### config.mk
export PLATFORM = sky130hd
export DESIGN_NAME = ddr3_refresh_fsm
export DESIGN_NICKNAME = d
export VERILOG_FILES = /design/src/rtl/ddr3_pkg.sv /design/src/rtl/ddr3_refi_timer.sv /design/src/rtl/ddr3_refresh_fsm.sv
export SDC_FILE = /design/constraint.sdc
export NUM_CORES = 1
export LEC_CHECK = 0
export ABC_AREA = 1
export BUFFER_PORTS_ARGS = -buffer_cell sky130_fd_sc_hd__buf_2
export CAP_MARGIN = 20
export CELL_PAD_IN_SITES_DETAIL_PLACEMENT = 2
export CELL_PAD_IN_SITES_GLOBAL_PLACEMENT = 2
export CORE_ASPECT_RATIO = 1.4
export CORE_MARGIN = 5
export CORE_UTILIZATION = 30
export CTS_CLUSTER_SIZE = 40
export DETAILED_ROUTE_END_ITERATION = 7
export GPL_ROUTABILITY_DRIVEN = 0
export HOLD_SLACK_MARGIN = 0.02
export PLACE_DENSITY = 0.81
export REMOVE_ABC_BUFFERS = 1
export SETUP_SLACK_MARGIN = 0.2
export SYNTH_ARGS = -nofsm -noshare
export SYNTH_HDL_FRONTEND = slang
export SYNTH_SLANG_ARGS = --single-unit
### constraint.sdc
create_clock -name clk -period 2.75 [get_ports clk]
set_input_delay 0.275 -clock clk [delete_from_list [all_inputs] [get_ports clk]]
set_output_delay 0.275 -clock clk [all_outputs]
set_load 0.01 [all_outputs]
### src/rtl/ddr3_pkg.sv
// Shared DDR3 controller types and default timing for the refresh path.
// Command encodings are shared with ddr3_cmd_gen.
package ddr3_pkg;

    typedef enum logic [2:0] {
        CMD_NOP       = 3'd0,
        CMD_ACTIVATE  = 3'd1,
        CMD_READ      = 3'd2,
        CMD_WRITE     = 3'd3,
        CMD_PRECHARGE = 3'd4,
        CMD_REFRESH   = 3'd5
    } ddr3_cmd_t;

    typedef enum logic [2:0] {
        IDLE,
        DRAIN,
        PRECHARGE,
        WAIT_RP,
        REFRESH,
        WAIT_RFC
    } ref_state_t;

    localparam int T_REFI_CYC_DEF    = 780;
    localparam int T_RFC_CYC_DEF     = 11;
    localparam int T_RP_CYC_DEF      = 2;
    localparam int MAX_POSTPONE_DEF  = 8;
    localparam int URGENT_THRESH_DEF = 6;

    localparam logic [12:0] PRECHARGE_ALL_ADDR = 13'h0400;

endpackage

### src/rtl/ddr3_refi_timer.sv
// Free-running tREFI interval counter; pulses tick_o for one cycle on each wrap.
// Holds its count while en_i is low.
module ddr3_refi_timer #(
    parameter int PERIOD = 780
) (
    input  logic clk,
    input  logic rst,
    input  logic en_i,
    output logic tick_o
);

    localparam int W = (PERIOD > 1) ? $clog2(PERIOD) : 1;

    logic [W-1:0] cnt_q;
    logic [W-1:0] cnt_d;
    logic         wrap;

    assign wrap = (cnt_q == W'(PERIOD - 1));

    always_comb begin
        cnt_d = cnt_q;
        if (en_i) begin
            cnt_d = wrap ? '0 : cnt_q + 1'b1;
        end
    end

    always_ff @(posedge clk or posedge rst) begin
        if (rst) begin
            cnt_q <= '0;
        end else begin
            cnt_q <= cnt_d;
        end
    end

    assign tick_o = en_i && wrap;

endmodule

### src/rtl/ddr3_refresh_fsm.sv
// Refresh scheduler: accumulates tREFI debt, drains the banks, closes open rows
// and issues REFRESH commands to ddr3_cmd_gen while honouring tRP and tRFC.
module ddr3_refresh_fsm
    import ddr3_pkg::*;
#(
    parameter int T_REFI_CYC    = T_REFI_CYC_DEF,
    parameter int T_RFC_CYC     = T_RFC_CYC_DEF,
    parameter int T_RP_CYC      = T_RP_CYC_DEF,
    parameter int MAX_POSTPONE  = MAX_POSTPONE_DEF,
    parameter int URGENT_THRESH = URGENT_THRESH_DEF
) (
    input  logic        clk,
    input  logic        rst,
    input  logic        init_done,
    input  logic [3:0]  bank_idle,
    input  logic [3:0]  bank_open,
    input  logic        cmd_accepted,
    output logic        refresh_req,
    output ddr3_cmd_t   ref_cmd_type,
    output logic [12:0] ref_addr,
    output logic        ref_pending,
    output logic        ref_urgent,
    output logic [3:0]  ref_debt,
    output logic        ref_overflow
);

    localparam int CNT_MAX = (T_RFC_CYC > T_RP_CYC) ? T_RFC_CYC : T_RP_CYC;
    localparam int CNT_W   = $clog2(CNT_MAX + 1);

    ref_state_t       state_q, state_d;
    logic [CNT_W-1:0] cnt_q, cnt_d;
    logic [3:0]       debt_q, debt_d;
    logic             ovf_q, ovf_d;
    logic             pending_q;
    logic             tick;
    logic             ref_acc;

    ddr3_refi_timer #(
        .PERIOD (T_REFI_CYC)
    ) u_refi_timer (
        .clk    (clk),
        .rst    (rst),
        .en_i   (init_done),
        .tick_o (tick)
    );

    assign ref_acc = (state_q == REFRESH) && cmd_accepted;

    // A tick and a REFRESH accept in the same cycle cancel out.
    always_comb begin
        debt_d = debt_q;
        ovf_d  = ovf_q;
        if (tick && !ref_acc) begin
            if (debt_q == 4'(MAX_POSTPONE)) begin
                ovf_d = 1'b1;
            end else begin
                debt_d = debt_q + 4'd1;
            end
        end else if (!tick && ref_acc) begin
            debt_d = debt_q - 4'd1;
        end
    end

    always_comb begin
        state_d = state_q;
        cnt_d   = cnt_q;
        case (state_q)
            IDLE: begin
                if (debt_d != 4'd0) state_d = DRAIN;
            end
            DRAIN: begin
                if (bank_idle == 4'hF) state_d = (|bank_open) ? PRECHARGE : REFRESH;
            end
            PRECHARGE: begin
                if (cmd_accepted) begin
                    state_d = WAIT_RP;
                    cnt_d   = CNT_W'(T_RP_CYC - 1);
                end
            end
            WAIT_RP: begin
                if (cnt_q == '0) state_d = REFRESH;
                else             cnt_d   = cnt_q - 1'b1;
            end
            REFRESH: begin
                if (cmd_accepted) begin
                    state_d = WAIT_RFC;
                    cnt_d   = CNT_W'(T_RFC_CYC - 1);
                end
            end
            WAIT_RFC: begin
                // Rows are still closed after a refresh, so back-to-back refreshes skip PRECHARGE.
                if (cnt_q == '0) state_d = (debt_d != 4'd0) ? REFRESH : IDLE;
                else             cnt_d   = cnt_q - 1'b1;
            end
            default: state_d = IDLE;
        endcase
    end

    always_ff @(posedge clk or posedge rst) begin
        if (rst) begin
            state_q   <= IDLE;
            cnt_q     <= '0;
            debt_q    <= '0;
            ovf_q     <= 1'b0;
            pending_q <= 1'b0;
        end else begin
            state_q   <= state_d;
            cnt_q     <= cnt_d;
            debt_q    <= debt_d;
            ovf_q     <= ovf_d;
            pending_q <= (state_d != IDLE);
        end
    end

    always_comb begin
        refresh_req  = 1'b0;
        ref_cmd_type = CMD_NOP;
        ref_addr     = '0;
        if (state_q == PRECHARGE) begin
            refresh_req  = 1'b1;
            ref_cmd_type = CMD_PRECHARGE;
            ref_addr     = PRECHARGE_ALL_ADDR;
        end else if (state_q == REFRESH) begin
            refresh_req  = 1'b1;
            ref_cmd_type = CMD_REFRESH;
        end
    end

    assign ref_pending  = pending_q;
    assign ref_urgent   = (debt_q >= 4'(URGENT_THRESH));
    assign ref_debt     = debt_q;
    assign ref_overflow = ovf_q;

endmodule
==> summary.md, run 1 <==
| Metric | Value |
|---|---|
| CP endpoint kind | `flip-flop` |
| DP HPWL | `3.25 mm` |
| Finish-stage setup viols | `0` |
| GR Layer Usage met1 | `13.2%` |
| Hold-fix buffers at CTS | `0` |
| Sw power | `811 uW` |
| Setup Slack @ Placement | `0.760 ns` |
| GRT Util Overall | `12.2%` |
| Sink Count | `23` |
| WL/cell | `13.2 um` |
| Setup TNS | `0 ns` |
| Post_cts resized | `0` |
| Area Overhead vs Synth | `10.5%` |
| Main synth FF type | `dfrtp_1` |
| Reg2reg setup slack | `0.76 ns` |
| Largest net degree at the start of global routing | `24` |
| Max Fanout on Critical Path | `9` |
| Max clock buf depth | `2` |
| DR vias/cell | `4.62` |
| Latest clock arrival within the worst-skew pair | `0.27 ns` |
| Clk_skew | `0.00222 ns` |
| PnR worst setup slack | `0.763 ns` |
| Ratio of cells with drive above 1 in the final layout | `21.6%` |
| TritonRoute pass-1 iters | `4` |
| Ant diodes | `0` |
| Max stage delay on crit path | `0.41 ns` |
| Num CTS Buffers | `3` |
| Met3 Resource Use GR | `1.45%` |
| Maxcap violations | `0` |
| Slew @ Worst Pin | `0.919 ns` |
| Number of post-CTS setup repair buffers | `0` |
| CP max stage cell | `dfrtp_1` |
| Nets@finish | `251` |
| Critical Path Stages | `12` |
| Crit path max-delay family | `simple AND/OR/NAND/NOR gates` |
| Initial Util | `31.0%` |
| Chip height | `97.0 um` |
| Worst EP required | `2.92 ns` |
| Initial antenna violation count | `0` |
| Post-synthesis async set-or-reset flop share | `100%` |
| Cell Rows | `31` |
| First-pass GRT wire length | `6.92 mm` |
| Busiest grt layer | `met2` |
| Reg clk slew, reported paths | `0.08 ns` |
| Hold Path Class | `input pin to asynchronous set/reset pin` |
| Core area | `0.00524 mm2` |
| Post-Synthesis Cells | `209` |
| Status | `finished clean` |
| Combinational power share | `50.3%` |
| Sw frac | `47.9%` |
| Most common cell on crit path | `nand2_2` |
| DR iter-0 viols | `28` |
| GRT met2 Usage | `23.1%` |
| Peak VDD IR | `0.000266 V` |
| PD cells | `945 mW/mm2` |
| Most common cell after layout, fill and taps aside | `nand2_1` |
| Mapped cell area | `0.00162 mm2` |
| Fin crit share | `72.2%` |
| Vias | `1377` |
| Die area | `0.00700 mm2` |
| H-Tree Depth | `1` |
| Most frequent cells in the layout | `nand2_1, inv_1, dfrtp_1, buf_2, nand3_1` |
| Startpoint types | `flip-flop` |
| Register area share after synthesis | `35.5%` |
| Min Tclk post-route | `1.99 ns` |
| Die Wd | `72.2 um` |
| Cell Int Power | `883 uW` |
| Mean Syn Cell Area | `7.76 um2` |
| CP Class | `flip-flop to flip-flop` |
| Grt ovf | `0` |
| Vias in the first global route | `1558` |
| Power share of the sequential group | `36.8%` |
| IO buf count | `22` |
| Crit path cell chain | `ha_1, nand3_2, nor2_4, nand3_4, nand2_4, nand2_2, o21ai_1, nand2_2, nor2_2, nand3_1, a21oi_1, nand2_1` |
| Post-route ant nets | `0` |
| FF+latch count, synth | `23` |
| Cell area after layout | `0.00179 mm2` |
| Max Slew Vio Count | `0` |
| CP arrival | `2.15 ns` |
| Clk root buf | `clkbuf_8` |
| RSZ-0062 raised after global routing | `false` |
| FF-to-FF path depth | `12` |
| Final core occ | `34.2%` |
| Number of flops mapped to enable cells by yosys | `0` |
| Netlist cell types | `31` |
| Final Hold Fails | `0` |
| Worst path bufs/invs | `0` |
| Clock network power share | `12.9%` |
| Syn. warnings | `0` |
| Placed cell areas | `0.00175 mm2` |
| Routed WL | `3.92 mm` |
| Fmax | `503 MHz` |
| DR DRC count | `0` |
| P_leak | `0.961 nW` |
| TritonCTS clock tree | `built` |
| Max-slew headroom | `38.7%` |
| IO Pins | `36` |
## cells by family after synthesis
kind of cell,after synthesis,synth area share [%]
XOR/XNOR,9,4.86
other,1,0.231
adder cells (fa/ha/maj),6,4.63
AO/OA/AOI/OAI,24,8.10
flip-flops,23,35.5
AND/OR/NAND/NOR,92,30.1
buffers and inverters,54,16.6
## path summary, 6_finish.rpt
path | startpoint | endpoint
min in group clk | init_done | u_refi_timer.cnt_q[0]
hold reg to reg | ref_overflow | ref_overflow
setup reg to reg | u_refi_timer.cnt_q[0] | ref_pending
setup / recovery | u_refi_timer.cnt_q[0] | ref_pending
max in group asynchronous | rst | u_refi_timer.cnt_q[6]
hold / removal | rst | u_refi_timer.cnt_q[1]
## worst reg2reg max path, stage by stage (launching register included)
cell     delay [ns]
dfrtp_1        0.41
ha_1           0.23
nand3_2        0.11
nor2_4         0.15
nand3_4        0.16
nand2_4        0.14
nand2_2        0.05
o21ai_1        0.10
nand2_2        0.09
nor2_2         0.13
nand3_1        0.08
a21oi_1        0.16
nand2_1        0.07
## synth_stat cells, types with 2 or more instances
master | count | area share, %
inv_4 | 2 | 0.77
nor2_1 | 9 | 2.1
nand2_1 | 40 | 9.3
nor4_1 | 2 | 0.77
o21ai_1 | 2 | 0.62
dfrtp_1 | 23 | 35
nand4_1 | 2 | 0.77
inv_2 | 3 | 0.69
nand3_4 | 2 | 2.2
nand2_4 | 2 | 1.4
ha_1 | 6 | 4.6
o21ai_0 | 10 | 3.1
nor3_1 | 5 | 1.5
nand3_2 | 2 | 1.2
xor2_1 | 9 | 4.9
a21oi_1 | 7 | 2.2
nand2_2 | 6 | 2.3
nor2_2 | 5 | 1.9
inv_1 | 33 | 7.6
nand3_1 | 14 | 4.3
buf_4 | 15 | 6.9
## registers in the layout, indices dropped and copies added, names as in the netlist
register and flops:
cnt_q 4, ref_pending 1, u_refi_timer.cnt_q 10, state_q 3, ref_overflow 1, ref_debt 4
## layer usage
layer  vias up  part of all wire (%)
li1        673                     -
met1       672                    39
met2        27                    56
met3         5                   3.1
met4         0                   1.8
met5         -                     0
## power by group through the flow
stage                     Clock, mW  Sequential [mW]  Combinational (mW)
after floorplan                   0            0.608               0.624
after global placement            0            0.625               0.833
after detailed placement          0            0.635               0.872
after CTS                     0.234            0.630               0.884
after global routing          0.243            0.653               0.998
final                         0.218            0.624               0.852
## metrics by stage
step           power [mW]  instances  hold slack [ns]
3_5_place_dp         1.51        294            0.477
5_1_grt              1.89        298            0.277
6_report             1.69        298            0.193
3_3_place_gp         1.46        294            0.449
2_1_floorplan        1.23        206            0.277
4_1_cts              1.75        298            0.228
## area by class of cell
cell class                 count  area [um2]
clock buffer                   4        45.0
sequential                    23         576
tap                           66        82.6
multi-input combinational    144         823
inverter                      39         156
timing repair buffer          22         110
fill                         664        3440
Note: power is estimated with default switching activity, not from simulation.
==> run 2, diff against run 1 <==
CORE_UTILIZATION = 27   (was 30)
PLACE_DENSITY = 0.77   (was 0.81)
clock period = 1.7 ns   (was 2.75 ns; I/O delays follow)
==> run 2 against run 1 <==
Effect of this change:
- the flow now finishes with violations (negative setup slack)
- register-to-register slack worse by 0.95 ns
- die area up 9.7%
- routed wire length increased by 46%
- hold slack improved by 0.032 ns
- count of clock-buffer cells in the layout fell by 1
- total power grew 130%
- flip-flop and latch count is the same
- via count rose by 16%
- critical path type unchanged
- largest cell class unchanged
==> summary.md, run 2 (synthesis gave the netlist of run 1 again) <==
| Metric | Value |
|---|---|
| Status | `complete, but fails checks` |
| Failing checks | `negative setup slack` |
| IO Pins | `36 (unchanged)` |
| First-pass GRT wire length | `8.60 mm (+24%)` |
| Max clock buf depth | `2 (unchanged)` |
| Vias | `1601 (+16%)` |
| Fin crit share | `111% (+39 points)` |
| Ant diodes | `0 (unchanged)` |
| Hold slack | `0.224 ns (+0.0316 ns)` |
| Max reg flops | `10 (unchanged)` |
| Post-route ant nets | `0 (unchanged)` |
| Die Wd | `75.5 um (+4.7%)` |
| Total power draw | `3.84 mW (+130%)` |
| IO buf count | `22 (unchanged)` |
| PnR worst setup slack | `-0.189 ns (-0.952 ns)` |
| WL/cell | `16.6 um (+26%)` |
| Num CTS Buffers | `3 (unchanged)` |
| Initial Util | `27.7% (-3.3 points)` |
| GRT Util Overall | `14.9% (+2.7 points)` |
| TritonRoute pass-1 iters | `3 (-1)` |
| Chip height | `102 um (+4.8%)` |
| Max Slew Vio Count | `0 (unchanged)` |
| PD cells | `1610 mW/mm2 (+70%)` |
| Hold Path Class | `input pin to flip-flop` |
| Finish-stage setup viols | `5 (+5)` |
| DR iter-0 viols | `38 (+36%)` |
| DR DRC count | `0 (unchanged)` |
| Worst EP required | `1.88 ns (-1.04 ns)` |
| Peak VDD IR | `0.000498 V (+87%)` |
| Grt ovf | `0 (unchanged)` |
| P_leak | `1.22 nW (+27%)` |
| Most common cell after layout, fill and taps aside | `inv_1` |
| RSZ-0062 raised after global routing | `true` |
| Most flops, register | `u_refi_timer.cnt_q` |
| DP HPWL | `3.76 mm (+16%)` |
| Setup crit start | `u_refi_timer.cnt_q[1]` |
| Dpl cells | `323 (+9.9%)` |
| Initial antenna violation count | `0 (unchanged)` |
| Setup Slack @ Placement | `-0.234 ns (-0.994 ns)` |
| Max-slew headroom | `65.0% (+26 points)` |
| Reg-to-Reg Start | `u_refi_timer.cnt_q[1]` |
| Routed WL | `5.72 mm (+46%)` |
| Setup TNS | `-0.586 ns (-0.586 ns)` |
| Vias in the first global route | `1804 (+16%)` |
| Area Overhead vs Synth | `47.2%` |
| Min Tclk post-route | `1.89 ns (-0.0981 ns)` |
| Latest clock arrival within the worst-skew pair | `0.27 ns (about the same)` |
| Clk_skew | `0.00255 ns (+0.000331 ns)` |
| CP endpoint kind | `flip-flop` |
| Cell Rows | `33 (+6.5%)` |
| Fillcell total | `665 (+0.15%)` |
| H-Tree Depth | `1 (unchanged)` |
| Startpoint types | `flip-flop` |
| Hold_sp | `init_done` |
| Die area | `0.00768 mm2 (+9.7%)` |
| DR vias/cell | `4.64 (+0.43%)` |
| TritonCTS clock tree | `built` |
| Sink Count | `23 (unchanged)` |
| Core area | `0.00586 mm2 (+12%)` |
| CP Class | `flip-flop to flip-flop` |
| Ratio of cells with drive above 1 in the final layout | `46.9% (+25 points)` |
| Final Hold Fails | `0 (unchanged)` |
| Clk root buf | `clkbuf_8` |
| Slew @ Worst Pin | `0.521 ns (-0.398 ns)` |
| Max Fanout on Critical Path | `3 (-6)` |
| Nets@finish | `294 (+17%)` |
| Largest net degree at the start of global routing | `24 (unchanged)` |
| Reg clk slew, reported paths | `0.09 ns (about the same)` |
| Most frequent cells in the layout | `inv_1, nand2_1, buf_4, dfrtp_1, buf_2` |
| Post-Layout Cell Count | `345 (+16%)` |
| Maxcap violations | `0 (unchanged)` |
| Fmax | `529 MHz (+5.2%)` |
| CP arrival | `2.07 ns (-0.08 ns)` |
run 2: changes by cell type in the layout (fill, tap and decap cells not counted), moves of 3 or more:
cell,before,now
buf_6,0,18
buf_4,0,24
nand2_1,40,27
inv_1,33,29
nor2_4,1,5
nand2_2,6,15
o21ai_1,2,7
nand3_1,14,8
inv_2,3,6
nand2_4,2,6
o21ai_2,0,4
nand3_2,2,6
o21ai_0,10,1
run 2: where the power goes:
| part | internal [mW] | switching, mW | total (mW) | leakage (nW) |
|---|---|---|---|---|
| clock network | 0.164 | 0.196 | 0.360 | 0.0255 |
| logic | 1.09 | 1.44 | 2.52 | 0.915 |
| registers | 0.766 | 0.192 | 0.957 | 0.279 |
run 2: worst paths after layout:
check	slack, ns	endpoint	cells after the start
worst max-delay path	-0.19	u_refi_timer.cnt_q[8]	12
worst min-delay path	0.22	u_refi_timer.cnt_q[0]	2
worst max register to register	-0.19	u_refi_timer.cnt_q[8]	12
worst min register to register	0.48	ref_overflow	1
max in group asynchronous	0.98	u_refi_timer.cnt_q[1]	4
min in group asynchronous	0.48	u_refi_timer.cnt_q[5]	4
run 2: per-layer routing:
metal  GRT usage [%]  vias to the layer above  part of all wire [%]
li1                -                      761                     -
met1            16.3                      801                    38
met2            28.9                       30                    57
met3            1.19                        9                   1.8
met4            4.85                        0                   2.6
met5               0                        -                     0
run 2: cell type report:
class	instances	area [um2]	area share, %
Inverter	39	161	6.76
Clock inverter	1	5.00	0.210
Sequential cell	23	576	24.1
Multi-Input combinational cell	144	1010	42.5
Tap cell	70	87.6	3.67
Timing Repair Buffer	65	503	21.1
Clock buffer	3	41.3	1.73
run 2: critical path, cell delays in order (launching register included):
cell     delay (ns)
dfrtp_1        0.41
ha_4           0.17
buf_4          0.11
buf_6          0.08
buf_6          0.08
buf_6          0.08
buf_6          0.09
nand2_4        0.04
nor2_4         0.07
nand4_1        0.17
nor2_1         0.17
a21oi_1        0.09
nor3b_1        0.23
run 2: stage by stage:
stage	util, %	cell area [um2]
floorplan	-	1560
global placement	33.1	1940
detailed placement	33.1	1940
CTS	38.9	2280
global route	40.7	2390
finish	40.7	2390
run 2: timing repair:
action / in CTS / in global routing
resized for setup: 56 / 22
hold endpoints to repair: 23 / 0
setup endpoints to repair: 15 / 23
pin swaps: 29 / 17
setup buffers: 15 / 2
hold buffers: 1 / 0
==> run 3, diff against run 2 <==
CELL_PAD_IN_SITES_DETAIL_PLACEMENT = 0   (was 2)
CELL_PAD_IN_SITES_GLOBAL_PLACEMENT = 1   (was 2)
CORE_UTILIZATION = 30   (was 27)
PLACE_DENSITY = 0.69   (was 0.77)
==> run 3 against run 2 <==
Effect of this change:
- the run still ends with negative setup slack left
- count of clock-buffer cells in the layout did not move
- routed wire length down 36%
- critical endpoint is now ref_pending
- largest cell class unchanged
- highest routed layer unchanged
- largest power group unchanged
- global-route usage decreased by 4.3 points
- first-iteration DRC count grew 16%
- via count shrank 8.3%
==> summary.md, run 3 (synthesis gave the netlist of run 1 again) <==
| Metric | Value |
|---|---|
| Clk root buf | `clkbuf_8` |
| CP endpoint kind | `flip-flop` |
| TritonCTS clock tree | `built` |
| Worst EP required | `1.86 ns (-0.02 ns)` |
| Most flops, register | `u_refi_timer.cnt_q` |
| Ratio of cells with drive above 1 in the final layout | `40.5% (-6.4 points)` |
| Cell Rows | `31 (-6.1%)` |
| Finish-stage setup viols | `3 (-2)` |
| IO buf count | `22 (unchanged)` |
| Hold slack | `0.217 ns (-0.00742 ns)` |
| Area Overhead vs Synth | `34.2%` |
| DR iter-0 viols | `44 (+16%)` |
| Peak VDD IR | `0.000677 V (+36%)` |
| CP Class | `flip-flop to flip-flop` |
| Chip height | `97.0 um (-4.6%)` |
| Sink Count | `23 (unchanged)` |
| GRT met2 Usage | `19.3% (-9.6 points)` |
| Clk_skew | `0.00179 ns (-0.000764 ns)` |
| Startpoint types | `flip-flop` |
| Dpl cells | `319 (-1.2%)` |
| Post-Layout Cell Count | `335 (-2.9%)` |
| CP arrival | `1.97 ns (-0.10 ns)` |
| Maxcap violations | `0 (unchanged)` |
| Die area | `0.00700 mm2 (-8.9%)` |
| Hold Path Class | `input pin to flip-flop` |
| P_leak | `1.15 nW (-5.5%)` |
| Max reg flops | `10 (unchanged)` |
| Vias | `1468 (-8.3%)` |
| Largest net degree at the start of global routing | `24 (unchanged)` |
| TritonRoute pass-1 iters | `4 (+1)` |
| Most common cell after layout, fill and taps aside | `nand2_1` |
| Die Wd | `72.2 um (-4.4%)` |
| Fin crit share | `106% (-4.7 points)` |
| First-pass GRT wire length | `6.02 mm (-30%)` |
| IO Pins | `36 (unchanged)` |
| Routed WL | `3.65 mm (-36%)` |
| DP HPWL | `2.73 mm (-28%)` |
| DR DRC count | `0 (unchanged)` |
| Nets@finish | `288 (-2.0%)` |
| PD cells | `1470 mW/mm2 (-8.4%)` |
| Reg clk slew, reported paths | `0.08 ns (about the same)` |
| Latest clock arrival within the worst-skew pair | `0.26 ns (about the same)` |
| Fmax | `553 MHz (+4.4%)` |
| Min Tclk post-route | `1.81 ns (-0.0796 ns)` |
| GRT Util Overall | `10.6% (-4.3 points)` |
| RSZ-0062 raised after global routing | `true` |
| WL/cell | `10.9 um (-34%)` |
| DR vias/cell | `4.38 (-5.6%)` |
| Status | `complete, but fails checks` |
| Post-route ant nets | `0 (unchanged)` |
| Vias in the first global route | `1439 (-20%)` |
| Max Slew Vio Count | `0 (unchanged)` |
| GR Layer Usage met1 | `11.8% (-4.6 points)` |
| Failing checks | `negative setup slack` |
| Max Fanout on Critical Path | `6 (+3)` |
| Initial Util | `31.0% (+3.3 points)` |
| PnR worst setup slack | `-0.109 ns (+0.0796 ns)` |
| Num CTS Buffers | `3 (unchanged)` |
| Core area | `0.00524 mm2 (-11%)` |
| H-Tree Depth | `1 (unchanged)` |
| Max clock buf depth | `2 (unchanged)` |
| Initial antenna violation count | `0 (unchanged)` |
| Most frequent cells in the layout | `nand2_1, buf_4, inv_1, dfrtp_1, buf_2` |
| Busiest grt layer | `met2` |
| Met3 Resource Use GR | `1.14% (-0.051 points)` |
| Grt ovf | `0 (unchanged)` |
| Ant diodes | `0 (unchanged)` |
| Final Hold Fails | `0 (unchanged)` |
## run 3: cell count changes in the layout (fill, tap and decap cells not counted), sizes merged
cell  delta
buf      -6
## run 3: worst paths after layout
check / startpoint / cells after the start / slack (ns) / end
max: u_refi_timer.cnt_q[0] / 14 / -0.11 / ref_pending
min: init_done / 2 / 0.22 / u_refi_timer.cnt_q[0]
max reg2reg: u_refi_timer.cnt_q[0] / 14 / -0.11 / ref_pending
min reg2reg: u_refi_timer.cnt_q[9] / 1 / 0.47 / u_refi_timer.cnt_q[9]
max in group asynchronous: rst / 4 / 0.96 / state_q[2]
min in group asynchronous: rst / 4 / 0.48 / u_refi_timer.cnt_q[6]
## run 3: cell type report
cell class,count,area [um2]
fill,562,3060
inverter,39,156
multi-input combinational,144,911
tap,66,82.6
sequential,23,577
clock inverter,1,5.00
timing repair buffer,59,405
clock buffer,3,41.3
## run 3: what timing repair did
| item | in CTS | in global routing |
|---|---|---|
| hold buffers | 1 | 0 |
| buffers inserted | 5 | 6 |
| pin swaps | 9 | 22 |
| gates resized for setup | 7 | 27 |
| setup endpoints to repair | 12 | 20 |
| hold endpoints to repair | 23 | 0 |
## run 3: layer usage
layer / up-vias / wire [um]
li1: 750 / -
met1: 668 / 1370
met2: 41 / 2030
met3: 9 / 157
met4: 0 / 97
met5: - / 0
## run 3: per-stage QoR
| step | total power, mW | cell area (um2) | util, % | setup WS, ns | TNS, ns |
|---|---|---|---|---|---|
| after floorplan | 1.99 | 1560 | - | -0.0511 | -0.0865 |
| after global placement | 2.65 | 1940 | 37.0 | -0.0805 | -0.129 |
| after detailed placement | 2.65 | 1940 | 37.0 | -0.0999 | -0.192 |
| after CTS | 3.07 | 2050 | 39.2 | -0.0930 | -0.172 |
| after global routing | 3.53 | 2180 | 41.6 | -0.243 | -0.731 |
| final | 3.21 | 2180 | 41.6 | -0.109 | -0.188 |
## run 3: where the power goes
part / internal (mW) / switching [mW]
sequential: 0.768 / 0.171
clock: 0.163 / 0.173
combinational: 0.848 / 1.08
## run 3: worst max-delay path, cell delays in order, from the launching register on
cell and delay (ns):
dfrtp_1 0.37, ha_2 0.19, nand3_2 0.08, nor2_4 0.14
nand3_4 0.14, nor2_8 0.15, inv_4 0.07, nand2_2 0.06
nand2_2 0.07, nor2_4 0.12, nand2_1 0.06, nand2_1 0.06
nand2_2 0.06, nor2_2 0.08, nand2_1 0.05
